[src/rtl/kick_cmd.sv]
// Kicker initiator: turns kick requests into a shoot/pulse-width command, waits for Done,
// then holds off for a recharge cooldown while gating the capacitor charger.
module kick_cmd #(
  parameter int unsigned ARM_TIMEOUT = 50000000,
  parameter int unsigned COOLDOWN    = 25000000,
  parameter int unsigned PW_STEP     = 1000,
  parameter int unsigned PW_MAX      = 100000
) (
  input  logic        clk,
  input  logic        reset,
  input  logic        req,
  input  logic [6:0]  power,
  input  logic        cancel,
  input  logic        done_in,
  output logic        shoot,
  output logic [31:0] wrdata,
  output logic        charge_en,
  output logic        busy,
  output logic        fired,
  output logic        timeout,
  output logic        rejected,
  output logic [15:0] kick_count
);

  localparam int unsigned TW = 32;
  localparam int unsigned KW = 16;
  localparam logic [TW-1:0] ARM_LAST  = TW'(ARM_TIMEOUT - 1);
  localparam logic [TW-1:0] COOL_LAST = TW'(COOLDOWN - 1);

  typedef enum logic [1:0] {IDLE, ARM, HOLD, COOL} state_e;

  state_e          state_q, state_d;
  logic [TW-1:0]   timer_q, timer_d;
  logic            done_q;
  logic [31:0]     wrdata_q, wrdata_d;
  logic [KW-1:0]   kick_q, kick_d;
  logic            shoot_q, shoot_d;
  logic            charge_q, charge_d;
  logic            busy_q, busy_d;
  logic            fired_q, fired_d;
  logic            timeout_q, timeout_d;
  logic            rejected_q, rejected_d;

  logic [31:0]     prod_c;
  logic [31:0]     width_c;
  logic            done_rise_c;
  logic            valid_req_c;

  // Strength to pulse width, clamped so a bad power value cannot over-discharge.
  assign prod_c      = 32'(power) * 32'(PW_STEP);
  assign width_c     = (prod_c > 32'(PW_MAX)) ? 32'(PW_MAX) : prod_c;
  assign done_rise_c = done_in & ~done_q;
  assign valid_req_c = req & (power != 7'd0);

  always_ff @(posedge clk) begin
    if (!reset) begin
      state_q    <= IDLE;
      timer_q    <= '0;
      done_q     <= 1'b0;
      wrdata_q   <= '0;
      kick_q     <= '0;
      shoot_q    <= 1'b0;
      charge_q   <= 1'b1;
      busy_q     <= 1'b0;
      fired_q    <= 1'b0;
      timeout_q  <= 1'b0;
      rejected_q <= 1'b0;
    end else begin
      state_q    <= state_d;
      timer_q    <= timer_d;
      done_q     <= done_in;
      wrdata_q   <= wrdata_d;
      kick_q     <= kick_d;
      shoot_q    <= shoot_d;
      charge_q   <= charge_d;
      busy_q     <= busy_d;
      fired_q    <= fired_d;
      timeout_q  <= timeout_d;
      rejected_q <= rejected_d;
    end
  end

  always_comb begin
    state_d    = state_q;
    timer_d    = timer_q;
    wrdata_d   = wrdata_q;
    kick_d     = kick_q;
    fired_d    = 1'b0;
    timeout_d  = 1'b0;
    rejected_d = 1'b0;

    unique case (state_q)
      IDLE: begin
        if (valid_req_c) begin
          wrdata_d = width_c;
          timer_d  = '0;
          state_d  = ARM;
        end else if (req) begin
          rejected_d = 1'b1;
        end
      end
      ARM: begin
        timer_d = timer_q + TW'(1);
        // Only a fresh Done edge acknowledges; a level left high from before is ignored.
        if (done_rise_c) begin
          state_d = HOLD;
          fired_d = 1'b1;
          kick_d  = kick_q + KW'(1);
        end else if (cancel) begin
          state_d = IDLE;
        end else if (timer_q == ARM_LAST) begin
          state_d   = IDLE;
          timeout_d = 1'b1;
        end else if (valid_req_c) begin
          wrdata_d = width_c;
          timer_d  = '0;
        end else if (req) begin
          rejected_d = 1'b1;
        end
      end
      HOLD: begin
        if (!done_in) begin
          timer_d = '0;
          state_d = COOL;
        end
        rejected_d = req;
      end
      COOL: begin
        timer_d = timer_q + TW'(1);
        if (timer_q == COOL_LAST) begin
          state_d = IDLE;
        end
        rejected_d = req;
      end
      default: state_d = IDLE;
    endcase

    shoot_d  = (state_d == ARM);
    charge_d = !((state_d == ARM) || (state_d == HOLD));
    busy_d   = (state_d != IDLE);
  end

  assign shoot      = shoot_q;
  assign wrdata     = wrdata_q;
  assign charge_en  = charge_q;
  assign busy       = busy_q;
  assign fired      = fired_q;
  assign timeout    = timeout_q;
  assign rejected   = rejected_q;
  assign kick_count = kick_q;

endmodule

[config.mk]
export PLATFORM = sky130hd
export DESIGN_NAME = kick_cmd
export DESIGN_NICKNAME = d
export VERILOG_FILES = /design/src/rtl/kick_cmd.sv
export SDC_FILE = /design/constraint.sdc
export NUM_CORES = 1
export LEC_CHECK = 0
export ABC_AREA = 0
export CAP_MARGIN = 25
export CELL_PAD_IN_SITES_DETAIL_PLACEMENT = 0
export CELL_PAD_IN_SITES_GLOBAL_PLACEMENT = 1
export CORE_MARGIN = 2
export CORE_UTILIZATION = 49
export CTS_CLUSTER_DIAMETER = 80
export DETAILED_ROUTE_END_ITERATION = 6
export DONT_BUFFER_PORTS = 1
export PLACE_DENSITY_LB_ADDON = 0.05
export SLEW_MARGIN = 20
export SYNTH_ARGS = -nofsm -noshare
export SYNTH_HDL_FRONTEND = slang
export SYNTH_SLANG_ARGS = --single-unit
[constraint.sdc]
create_clock -name clk -period 6.5 [get_ports clk]
set_clock_uncertainty 0.1 [all_clocks]
set_input_delay 0.975 -clock clk [delete_from_list [all_inputs] [get_ports clk]]
set_output_delay 0.975 -clock clk [all_outputs]
set_load 0.02 [all_outputs]
==> impl_metrics.tcl <==
set metrics [dict create \
    finalHoldViolations 0 \
    cts_buffers 9 \
    syn_inst 546 \
    cp_max_fo 8 \
    n_antenna_cell 0 \
    worstSetupEndpointType "register" \
    grt_max_degree 27 \
    portBuffers 0 \
    coreArea_um2 9328 \
    globalRouteTotalUtil_pct 20.84 \
    fp.dieH_um 102.4 \
    via_per_inst 5.513 \
    ioPinCount 66 \
    antenna_left 0 \
    p_leak_nw 2.035 \
    drt_iter0_drc 97 \
    dpl.hpwl_um 7951 \
    drive_gt1_share_pct 7.495 \
    num_vias 3727 \
    setup_ws_ns 1.718 \
    syn_to_final_growth_pct 4.664 \
    postSynthAreaPerCell_um2 8.697 \
    cap_violations 0 \
    place_ws_ns 1.373 \
    path_clk_slew_ns 0.08 \
    finalNonFillerCells 676 \
    start_util_pct 50.91 \
    max_slew_margin_pct 48.05 \
    critPathKind "primary input to register" \
    yosys_warnings 0 \
    finalCriticalPeriod_ns 4.782 \
    min_period_over_period_pct 73.57 \
    grt_pass1_wl_um 17170 \
    cts.sinks 71 \
    ir_drop_mv 0.1763 \
    finalWirelength_um 10250 \
    outcome "complete, no violations" \
    min_from "timer_q[14]" \
    clockRootBuffer "clkbuf_8" \
    drc_errors 0 \
    final_nets 613 \
    drtPass1Iterations 4 \
    clock_latency_ns 0.35 \
    fmax_mhz 209.1 \
    postCtsSetupBuffers 0 \
    tightest_slew_ns 0.7722 \
    place_congestion 0.8799 \
    fillers 909 \
    grt_pass1_vias 3513 \
    synth_area_um2 4748 \
    hp-class "register to register" \
    worstSetupStartpointType "primary input" \
    htreeDepth 3 \
    synth_top_flop_cell "dfxtp_1" \
    fp-row-count 35 \
    ctsResizeCount 0 \
    grt-ovfl-total 0 \
    synthArstFlopShare_pct 0 \
    finalSetupTns_ns 0 \
    die_area_um2 10490 \
    synth_edf_count 0 \
    ys_types 66 \
    yosysSeqAreaShare_pct 29.93 \
    report.power.total_mw 1.435 \
    crit_path_start "power[0]" \
    arrival_ns 4.92 \
    slew_viol_final 0 \
    cts_tree "yes" \
    antenna_found_initial 0 \
    dieWidth_um 102.4 \
    rsz0062_at_grt "no" \
    holdBufCountCts 0 \
    yosys_register_bits 71 \
    cts_buffer_depth 2 \
    power_density_nw_per_um2 288.8 \
    wl_per_cell_um 15.16 \
    r2r-start "timer_q[7]" \
    required_ns 6.63 \
    dp.cells 660 \
    setup_violations 0 \
]
-- cell usage after synthesis (2+ instances only) --
cell	n	area share, %
inv_1	41	3.2
nand4b_1	3	0.55
o211a_1	4	0.84
nand2_1	35	2.8
ha_1	41	11
nand4_1	10	1.3
buf_4	18	2.8
and2_1	5	0.66
a31oi_1	4	0.53
a21oi_1	38	4.0
and3_1	15	2.0
a32o_1	4	0.84
nand3_1	19	2.0
nor3_1	12	1.3
a311oi_1	5	0.92
nor4_1	6	0.79
o21ai_0	27	2.8
nor4bb_1	2	0.42
and3_2	2	0.32
xnor2_1	15	2.8
buf_2	3	0.32
and4_1	2	0.37
nor2_1	52	4.1
dfxtp_1	71	30
or4_1	2	0.32
o21a_1	2	0.32
a21o_1	3	0.47
buf_6	3	0.71
xor2_1	17	3.1
or3_1	8	1.1
o31ai_1	2	0.32
a41oi_1	2	0.37
nor2b_1	2	0.26
clkbuf_1	10	0.79
a31o_2	4	0.74
nand3b_1	2	0.32
fa_1	18	7.6
nand2b_1	4	0.53
a211oi_1	6	0.95
-- final timing paths --
| check | endpoint | slack (ns) | depth (start not counted) |
|---|---|---|---|
| max | wrdata[4] | 1.72 | 14 |
| min | timer_q[14] | 0.40 | 2 |
| max reg2reg | timer_q[14] | 3.63 | 7 |
| min reg2reg | timer_q[14] | 0.40 | 2 |
-- report_power, final --
group          total [mW]  internal (mW)  switching, mW
clock network       0.376          0.209          0.168
logic               0.532          0.220          0.312
registers           0.527          0.466         0.0614
total                1.44          0.894          0.541
-- per-stage QoR --
step | area [um2] | hold slack (ns) | util [%]
6_report | 4970 | 0.3966 | 53.28
5_1_grt | 4970 | 0.4162 | 53.28
3_5_place_dp | 4752 | 0.3903 | 50.95
2_1_floorplan | 4812 | 0.3537 | -
3_3_place_gp | 4752 | 0.3679 | 50.95
4_1_cts | 4970 | 0.3999 | 53.28
-- registers in the layout, indices dropped and copies added (netlist names) --
name,count
busy,1
charge_en,1
done_q,1
fired,1
kick_count,16
rejected,1
shoot,1
state_q,2
timeout,1
timer_q,32
wrdata,14
-- metal layers --
metal | share of wire [%] | vias to the layer above | track usage, %
met3 | 4.9 | 8 | 5.540
met1 | 45 | 1776 | 27.15
met5 | 0 | - | 0
met4 | 1.1 | 0 | 6.051
li1 | - | 1870 | -
met2 | 49 | 73 | 34.04
-- critical path: stages --
cell and delay [ns]:
fa_1 0.52, fa_1 0.52, inv_1 0.05, fa_1 0.47, fa_1 0.52, inv_1 0.05, ha_1 0.33, nor2_1 0.07
a211oi_1 0.38, nor2_1 0.13, a311oi_1 0.38, o31ai_1 0.12, buf_4 0.17, a32o_1 0.21
-- cells in the final DEF, fill, tap and decap left out, types with 8 or more instances in the layout --
cell type,synthesis,routed
dfxtp_1,71,71
nor2_1,52,52
inv_1,41,41
ha_1,41,41
a21oi_1,38,38
nand2_1,35,35
o21ai_0,27,27
nand3_1,19,19
fa_1,18,18
conb_1,1,18
xor2_1,17,17
and3_1,15,15
xnor2_1,15,15
nor3_1,12,12
clkbuf_8,1,12
nand4_1,10,10
or3_1,8,8
-- cell families (layout without fill, tap and decap cells) --
kind of cell | Yosys count | in the layout | share of synthesized area [%]
and+or+nand+nor | 192 | 192 | 21.34
AOI/OAI and AO/OA | 111 | 111 | 15.36
buffers and inverters | 79 | 63 | 8.775
DFF | 71 | 71 | 29.93
adders and majority gates | 59 | 59 | 18.39
xor gates and xnor gates | 32 | 32 | 5.903
other | 1 | 18 | 0.07898
muxes | 1 | 1 | 0.2108
-- final cells by class --
class,instances,area (um2),share of cell area [%]
Sequential cell,71,1421,28.60
Inverter,42,157.7,3.172
Clock inverter,4,52.55,1.057
Timing Repair Buffer,5,37.54,0.7553
Multi-Input combinational cell,413,2974,59.84
Tap cell,129,161.4,3.248
Clock buffer,12,165.2,3.323
Note: power is estimated with default switching activity, not from simulation.
